[src/rtl/dcache_ctrl_if.sv]
// dcache_ctrl_if: ME-stage load/store port and word-wide backing-memory handshake of dcache_ctrl.
// The slave modport is the cache's view; the master modport is the pipeline plus memory side.
interface dcache_ctrl_if;
  logic [31:0] addr;
  logic        rmem;
  logic        wmem;
  logic [31:0] wdata;
  logic [31:0] rdata;
  logic        stall;
  logic        mem_req;
  logic        mem_we;
  logic [31:0] mem_addr;
  logic [31:0] mem_wdata;
  logic [31:0] mem_rdata;
  logic        mem_ack;

  modport slave (
    input  addr, rmem, wmem, wdata, mem_rdata, mem_ack,
    output rdata, stall, mem_req, mem_we, mem_addr, mem_wdata
  );

  modport master (
    output addr, rmem, wmem, wdata, mem_rdata, mem_ack,
    input  rdata, stall, mem_req, mem_we, mem_addr, mem_wdata
  );
endinterface

[src/rtl/dcache_ctrl.sv]
// dcache_ctrl: direct-mapped, write-through, no-write-allocate data cache for the MIPS ME stage.
// Define DCACHE_STATS_EN to add the hit_count/miss_count load statistics outputs.
module dcache_ctrl #(
  parameter int LINES = 16,
  parameter int WORDS = 4
) (
  input  logic         clock,
  input  logic         reset,
  dcache_ctrl_if.slave bus
`ifdef DCACHE_STATS_EN
  ,
  output logic [31:0]  hit_count,
  output logic [31:0]  miss_count
`endif
);

  localparam int OFF_W  = $clog2(WORDS);
  localparam int IDX_W  = $clog2(LINES);
  localparam int LOW    = 2 + OFF_W;
  localparam int TAG_LO = LOW + IDX_W;
  localparam int TAG_W  = 32 - TAG_LO;

  localparam logic [OFF_W-1:0] CNT_ONE  = OFF_W'(1);
  localparam logic [OFF_W-1:0] CNT_LAST = OFF_W'(WORDS - 1);

  typedef enum logic [1:0] {
    IDLE,
    FILL,
    WRITE,
    DONE
  } state_t;

  state_t             state_q;
  logic [OFF_W-1:0]   cnt_q;
  logic [OFF_W-1:0]   cnt_d;
  logic [LINES-1:0]   valid_q;
  logic               mem_req_q;
  logic               mem_we_q;
  logic [31:0]        mem_addr_q;
  logic [31:0]        mem_wdata_q;

  logic [31:0]        dataArr_q [LINES][WORDS];
  logic [TAG_W-1:0]   tagArr_q  [LINES];

  logic [OFF_W-1:0]   reqOff;
  logic [IDX_W-1:0]   reqIdx;
  logic [TAG_W-1:0]   reqTag;
  logic [OFF_W-1:0]   latOff;
  logic [IDX_W-1:0]   latIdx;
  logic [TAG_W-1:0]   latTag;

  logic               isStore;
  logic               isLoad;
  logic               hit;
  logic               latHit;
  logic               ackSeen;
  logic               lastWord;
  logic [31:0]        cachedWord;
  logic               stallComb;
  logic [31:0]        rdataComb;
  logic               unusedBits;

  assign reqOff = bus.addr[LOW-1:2];
  assign reqIdx = bus.addr[TAG_LO-1:LOW];
  assign reqTag = bus.addr[31:TAG_LO];

  // The transaction in flight is identified by the registered memory address.
  assign latOff = mem_addr_q[LOW-1:2];
  assign latIdx = mem_addr_q[TAG_LO-1:LOW];
  assign latTag = mem_addr_q[31:TAG_LO];

  assign isStore    = bus.wmem;
  assign isLoad     = bus.rmem & ~bus.wmem;
  assign hit        = valid_q[reqIdx] && (tagArr_q[reqIdx] == reqTag);
  assign latHit     = valid_q[latIdx] && (tagArr_q[latIdx] == latTag);
  assign cachedWord = dataArr_q[reqIdx][reqOff];
  assign ackSeen    = bus.mem_ack & mem_req_q;
  assign lastWord   = (cnt_q == CNT_LAST);
  assign cnt_d      = cnt_q + CNT_ONE;
  assign unusedBits = &{1'b0, bus.addr[1:0], mem_addr_q[1:0]};

  always_comb begin
    stallComb = 1'b0;
    rdataComb = '0;
    case (state_q)
      IDLE: begin
        if (isStore) begin
          stallComb = 1'b1;
        end else if (isLoad) begin
          if (hit) rdataComb = cachedWord;
          else     stallComb = 1'b1;
        end
      end
      FILL, WRITE: stallComb = 1'b1;
      DONE: begin
        if (isLoad) rdataComb = cachedWord;
      end
      default: stallComb = 1'b0;
    endcase
  end

  // Control FSM; a late ack with mem_req low is filtered out by ackSeen.
  always_ff @(posedge clock or negedge reset) begin
    if (!reset) begin
      state_q     <= IDLE;
      cnt_q       <= '0;
      valid_q     <= '0;
      mem_req_q   <= 1'b0;
      mem_we_q    <= 1'b0;
      mem_addr_q  <= '0;
      mem_wdata_q <= '0;
    end else begin
      case (state_q)
        IDLE: begin
          if (isStore) begin
            mem_req_q   <= 1'b1;
            mem_we_q    <= 1'b1;
            mem_addr_q  <= {bus.addr[31:2], 2'b00};
            mem_wdata_q <= bus.wdata;
            state_q     <= WRITE;
          end else if (isLoad && !hit) begin
            mem_req_q       <= 1'b1;
            mem_we_q        <= 1'b0;
            mem_addr_q      <= {bus.addr[31:LOW], {LOW{1'b0}}};
            cnt_q           <= '0;
            valid_q[reqIdx] <= 1'b0;
            state_q         <= FILL;
          end
        end
        FILL: begin
          if (ackSeen) begin
            cnt_q <= cnt_d;
            if (lastWord) begin
              valid_q[latIdx] <= 1'b1;
              mem_req_q       <= 1'b0;
              state_q         <= DONE;
            end else begin
              mem_addr_q <= {mem_addr_q[31:LOW], cnt_d, 2'b00};
            end
          end
        end
        WRITE: begin
          if (ackSeen) begin
            mem_req_q <= 1'b0;
            mem_we_q  <= 1'b0;
            state_q   <= DONE;
          end
        end
        DONE:    state_q <= IDLE;
        default: state_q <= IDLE;
      endcase
    end
  end

  // Arrays carry no reset; validity alone decides whether a line may hit.
  always_ff @(posedge clock) begin
    if (state_q == FILL && ackSeen) begin
      dataArr_q[latIdx][cnt_q] <= bus.mem_rdata;
      if (lastWord) tagArr_q[latIdx] <= latTag;
    end else if (state_q == WRITE && ackSeen && latHit) begin
      dataArr_q[latIdx][latOff] <= mem_wdata_q;
    end
  end

  assign bus.stall     = stallComb;
  assign bus.rdata     = rdataComb;
  assign bus.mem_req   = mem_req_q;
  assign bus.mem_we    = mem_we_q;
  assign bus.mem_addr  = mem_addr_q;
  assign bus.mem_wdata = mem_wdata_q;

`ifdef DCACHE_STATS_EN
  logic [31:0] hitCount_q;
  logic [31:0] missCount_q;

  // A hit finishes in its IDLE cycle and a miss leaves IDLE immediately, so each load counts once.
  always_ff @(posedge clock or negedge reset) begin
    if (!reset) begin
      hitCount_q  <= '0;
      missCount_q <= '0;
    end else if (state_q == IDLE && isLoad) begin
      if (hit) hitCount_q  <= hitCount_q + 32'd1;
      else     missCount_q <= missCount_q + 32'd1;
    end
  end

  assign hit_count  = hitCount_q;
  assign miss_count = missCount_q;
`endif

endmodule

[src/flat_wrapper.sv]
// flat-port wrapper written by rule: the top's interface ports become plain ports
module dcache_ctrl_flat 
#(
  parameter int LINES = 16,
  parameter int WORDS = 4
)
  (clock, reset, bus_addr, bus_rmem, bus_wmem, bus_wdata, bus_mem_rdata, bus_mem_ack, bus_rdata, bus_stall, bus_mem_req, bus_mem_we, bus_mem_addr, bus_mem_wdata);
  dcache_ctrl_if bus_i ();
  input  logic clock;
  input  logic reset;
  input wire logic [$bits(bus_i.addr)-1:0] bus_addr;
  input wire logic [$bits(bus_i.rmem)-1:0] bus_rmem;
  input wire logic [$bits(bus_i.wmem)-1:0] bus_wmem;
  input wire logic [$bits(bus_i.wdata)-1:0] bus_wdata;
  input wire logic [$bits(bus_i.mem_rdata)-1:0] bus_mem_rdata;
  input wire logic [$bits(bus_i.mem_ack)-1:0] bus_mem_ack;
  output wire logic [$bits(bus_i.rdata)-1:0] bus_rdata;
  output wire logic [$bits(bus_i.stall)-1:0] bus_stall;
  output wire logic [$bits(bus_i.mem_req)-1:0] bus_mem_req;
  output wire logic [$bits(bus_i.mem_we)-1:0] bus_mem_we;
  output wire logic [$bits(bus_i.mem_addr)-1:0] bus_mem_addr;
  output wire logic [$bits(bus_i.mem_wdata)-1:0] bus_mem_wdata;
  assign bus_i.addr = bus_addr;
  assign bus_i.rmem = bus_rmem;
  assign bus_i.wmem = bus_wmem;
  assign bus_i.wdata = bus_wdata;
  assign bus_i.mem_rdata = bus_mem_rdata;
  assign bus_i.mem_ack = bus_mem_ack;
  assign bus_rdata = bus_i.rdata;
  assign bus_stall = bus_i.stall;
  assign bus_mem_req = bus_i.mem_req;
  assign bus_mem_we = bus_i.mem_we;
  assign bus_mem_addr = bus_i.mem_addr;
  assign bus_mem_wdata = bus_i.mem_wdata;
  dcache_ctrl #(.LINES(LINES), .WORDS(WORDS)) u_core (.clock(clock), .reset(reset), .bus(bus_i));
endmodule
[config.mk]
export PLATFORM = sky130hd
export DESIGN_NAME = dcache_ctrl_flat
export DESIGN_NICKNAME = d
export VERILOG_FILES = /design/src/rtl/dcache_ctrl_if.sv /design/src/rtl/dcache_ctrl.sv /design/src/flat_wrapper.sv
export SDC_FILE = /design/constraint.sdc
export NUM_CORES = 2
export LEC_CHECK = 0
export CAP_MARGIN = 30
export CORE_ASPECT_RATIO = 0.8
export CORE_MARGIN = 2
export CORE_UTILIZATION = 56
export CTS_CLUSTER_DIAMETER = 150
export DETAILED_ROUTE_END_ITERATION = 6
export PLACE_DENSITY = 0.87
export SLEW_MARGIN = 20
export SYNTH_ARGS = -nofsm -noshare
export SYNTH_HDL_FRONTEND = slang
export SYNTH_SLANG_ARGS = --single-unit
[constraint.sdc]
create_clock -name clock -period 5.3 [get_ports clock]
set_input_delay 1.06 -clock clock [delete_from_list [all_inputs] [get_ports clock]]
set_output_delay 1.06 -clock clock [all_outputs]
set_load 0.01 [all_outputs]
==> run_results.csv <==
group,metric,value,unit
sta,fin_ws,-0.135,ns
grt,antenna_found_initial,37,
routing,dr.first_iter.drc_count,12100,
sta,setup_violations,29,
die,io_pins,200,
die,start_util,0.562,
die,die_h,386,um
critical_path,endpoint,"bus_rdata[20]",
grt,grt_max_degree,62,
clock_network,hold_buffers,0,
critical_path,worstPathArrival,4.38,ns
yosys,ys_types,62,
critical_path,end_kind,"primary output",
grt,grt_pass1_wl,475000,um
routing,drt.antenna.violating_nets,0,
clock_network,cts.htree.levels,4,
sta,fmax,184,MHz
yosys,yosysWarnings,0,
sta,drv_slew,0,
yosys,postSynthAreaPerCell,23.0,sq um
layout,fin_nets,5114,
clock_network,clk_latency,0.94,ns
yosys,ys_async_sr_fraction,0.0334,
sta,hold_violations,0,
critical_path,r2r-end,"u_core.dataArr_q[11][92]",
yosys,yosys.area.top_type_share,0.717,
critical_path,rr_worst_depth,12,
clock_network,cts_sinks,2516,
grt,grt_use_total,0.377,
yosys,netlist_instances,4435,
grt,grt_pass1_vias,58600,
sta,fin_skew,0.103,ns
yosys,synth_seq_cells,2516,
routing,dr.pass1.iters,6,
placement,place_congestion,0.926,
run_status,violations,"setup timing",
clock_network,root_buffer,"clkbuf_16",
yosys,synth_area,102000,sq um
power_and_ir_drop,p_leak,39.0,nW
flow_run,maxCapViolations,0,
critical_path,path_class,"in -> out",
grt,grt-ovfl-total,0,
die,die_area,185000,sq um
routing,routedWlPerCell,45.9,um
critical_path,rrSetupSlack,0.06,ns
yosys,synth_seq_area_share,0.737,
sta,timing.final.crit_period,5.44,ns
yosys,yosys-top-cells-area,"edfxtp_1 72%, mux4_2 19%, mux2_2 2.2%, dfrtp_1 2.1%, mux2i_1 0.91%",
sta,relSlewSlack,0.248,
routing,drc_errors,0,
die,die_x,481,um
power_and_ir_drop,power_density,338,nW/um^2
critical_path,required,4.24,ns
run_status,outcome,"finished, violations left",
clock_network,cts_buffers,220,
yosys,yosys-top-cells-count,"2432 x edfxtp_1, 857 x mux4_2, 198 x mux2_2",
yosys,synth_most_common_cell,"edfxtp_1",
routing,num_vias,59300,
routing,finalWirelength,351000,um
power_and_ir_drop,total_power,40.4,mW
clock_network,clockBufferDepth,3,
sta,worst_pin_slew,1.12,ns
critical_path,cp_max_fo,12,
critical_path,crit_start,"bus_addr[5]",
yosys,synthFlopType,"edfxtp_1",
placement,hpwl,190000,um
layout,synthToLayoutAreaGrowth,17.1,%
sta,final.period_utilization,1.03,
critical_path,cp-start-kind,"input pin",
sta,grt_setup_unrepaired,"true",
die,core-area,181000,sq um
worst_hold_path,min_path_type,"in -> async",
layout,layout-drive-gt1-share,0.378,
placement,io_buffers,195,
sta,fin_hold_ws,0.183,ns
die,num_rows,140,
yosys,synth_edf_count,2432,
critical_path,r2r-start,"u_core.bus.mem_addr[4]",
yosys,synth_largest_area_cell,"edfxtp_1",
routing,via_per_inst,7.76,
clock_network,clkTransAtPathRegs,0.06,ns
power_and_ir_drop,ir_drop,0.000442,V
clock_network,cts_tree,"yes",
## cells by family after synthesis
logic type / after synthesis / synth area share
simple gates: 279 / 0.0137
xor+xnor: 57 / 0.00490
compound gates: 148 / 0.0106
buf+inv: 276 / 0.0118
flops: 2516 / 0.737
fa+ha+maj: 10 / 0.00123
mux: 1148 / 0.220
other cells: 1 / 0.0000368
## layout by cell type, fill, tap and decap left out, types with 7 or more instances in the layout
master           instances
buf_4                  233
a22o_1                   7
clkbuf_1                53
o21ai_0                 19
buf_2                    7
dfrtp_1                 80
xor2_1                  21
xnor2_1                 35
clkdlybuf4s50_1        155
nor2b_4                 23
nor2_1                  22
clkinv_1                46
a21oi_1                 19
bufinv_16               13
mux4_2                 857
clkbuf_8                 8
buf_8                    7
diode_2                 34
buf_6                   35
inv_1                   13
ha_1                     9
mux2_2                 198
edfxtp_1              2432
nor2b_1                 43
buf_12                 140
clkinvlp_4               9
buf_16                  13
a22oi_1                 26
nor2_4                  80
clkbuf_16              221
clkinv_2                43
bufbuf_16                9
mux2i_1                 88
clkinv_16               10
nand3_1                 15
nand4_1                 14
nand2_1                 38
## repair_timing
action | in CTS | in global routing
buffers inserted | 7 | 6
endpoints found under the setup margin | 33 | 33
gates cloned | 13 | 0
pin swaps | 17 | 9
resized for setup | 216 | 70
## routing by layer
layer  vias to the layer above  global-route usage  part of all wire
met5                         -             0.00929           0.00041
met4                        20               0.269             0.095
met3                      2031               0.144              0.16
met2                      7215               0.572              0.46
met1                     29800               0.446              0.29
li1                      20300                   -                 -
## stage by stage
step	setup TNS [ns]	setup slack (ns)	cell area (sq um)	util	instances
floorplan	0	0.00314	102000	-	4436
global placement	-24.73	-0.888	111000	0.612	7172
detailed placement	-26.72	-0.887	111000	0.612	7175
CTS	-0.102	-0.0239	119000	0.656	7606
global route	-4.99	-0.219	119000	0.657	7623
finish	-2.23	-0.135	119000	0.658	7641
## sequential cells by signal, summed over array words and instances (netlist names)
signal,cells
u_core.bus.mem_req,1
u_core.cnt_q,2
u_core.bus.mem_wdata,32
u_core.dataArr_q,2048
u_core.bus.mem_addr,30
u_core.tagArr_q,384
u_core.bus.mem_we,1
u_core.valid_q,16
u_core.state_q,2
## cell type report
type,count,area (sq um)
antenna,34,85.1
clock buffer,281,5830
clock inverter,131,1270
fill,10500,62100
inverter,14,60.1
multi-input combinational,1644,26600
sequential,2516,75100
tap,2414,3020
timing repair buffer,607,7370
## worst max-delay path: stages
cell      delay [ns]
buf_12          0.12
buf_4           0.16
buf_4           0.26
mux2i_2         0.29
a22oi_1         0.14
a21oi_1         0.22
o22ai_2         0.14
nor4_1          0.35
buf_4           0.19
o211ai_1        0.16
nor4_2          0.29
o211ai_1        0.12
buf_4           0.20
buf_12          0.17
buf_16          0.18
nor2b_4         0.16
buf_6           0.13
## power by group
group          total (mW)  switching, mW  internal, mW
registers            21.7              0          21.7
logic                2.20           1.29         0.914
clock network        16.4           7.93          8.50
## worst min path at each step
stage                      start                      end  slack, ns  cells past startpoint
2_1_floorplan  u_core.valid_q[3]        u_core.valid_q[3]       0.48                      2
3_3_place_gp   u_core.valid_q[0]        u_core.valid_q[0]       0.51                      1
3_5_place_dp   u_core.valid_q[0]        u_core.valid_q[0]       0.51                      1
4_1_cts                    reset  u_core.bus.mem_addr[22]       0.18                      1
5_1_grt                    reset  u_core.bus.mem_addr[22]       0.19                      1
6_report                   reset  u_core.bus.mem_addr[22]       0.18                      1
No activity file was read; power rests on OpenSTA's default activity.
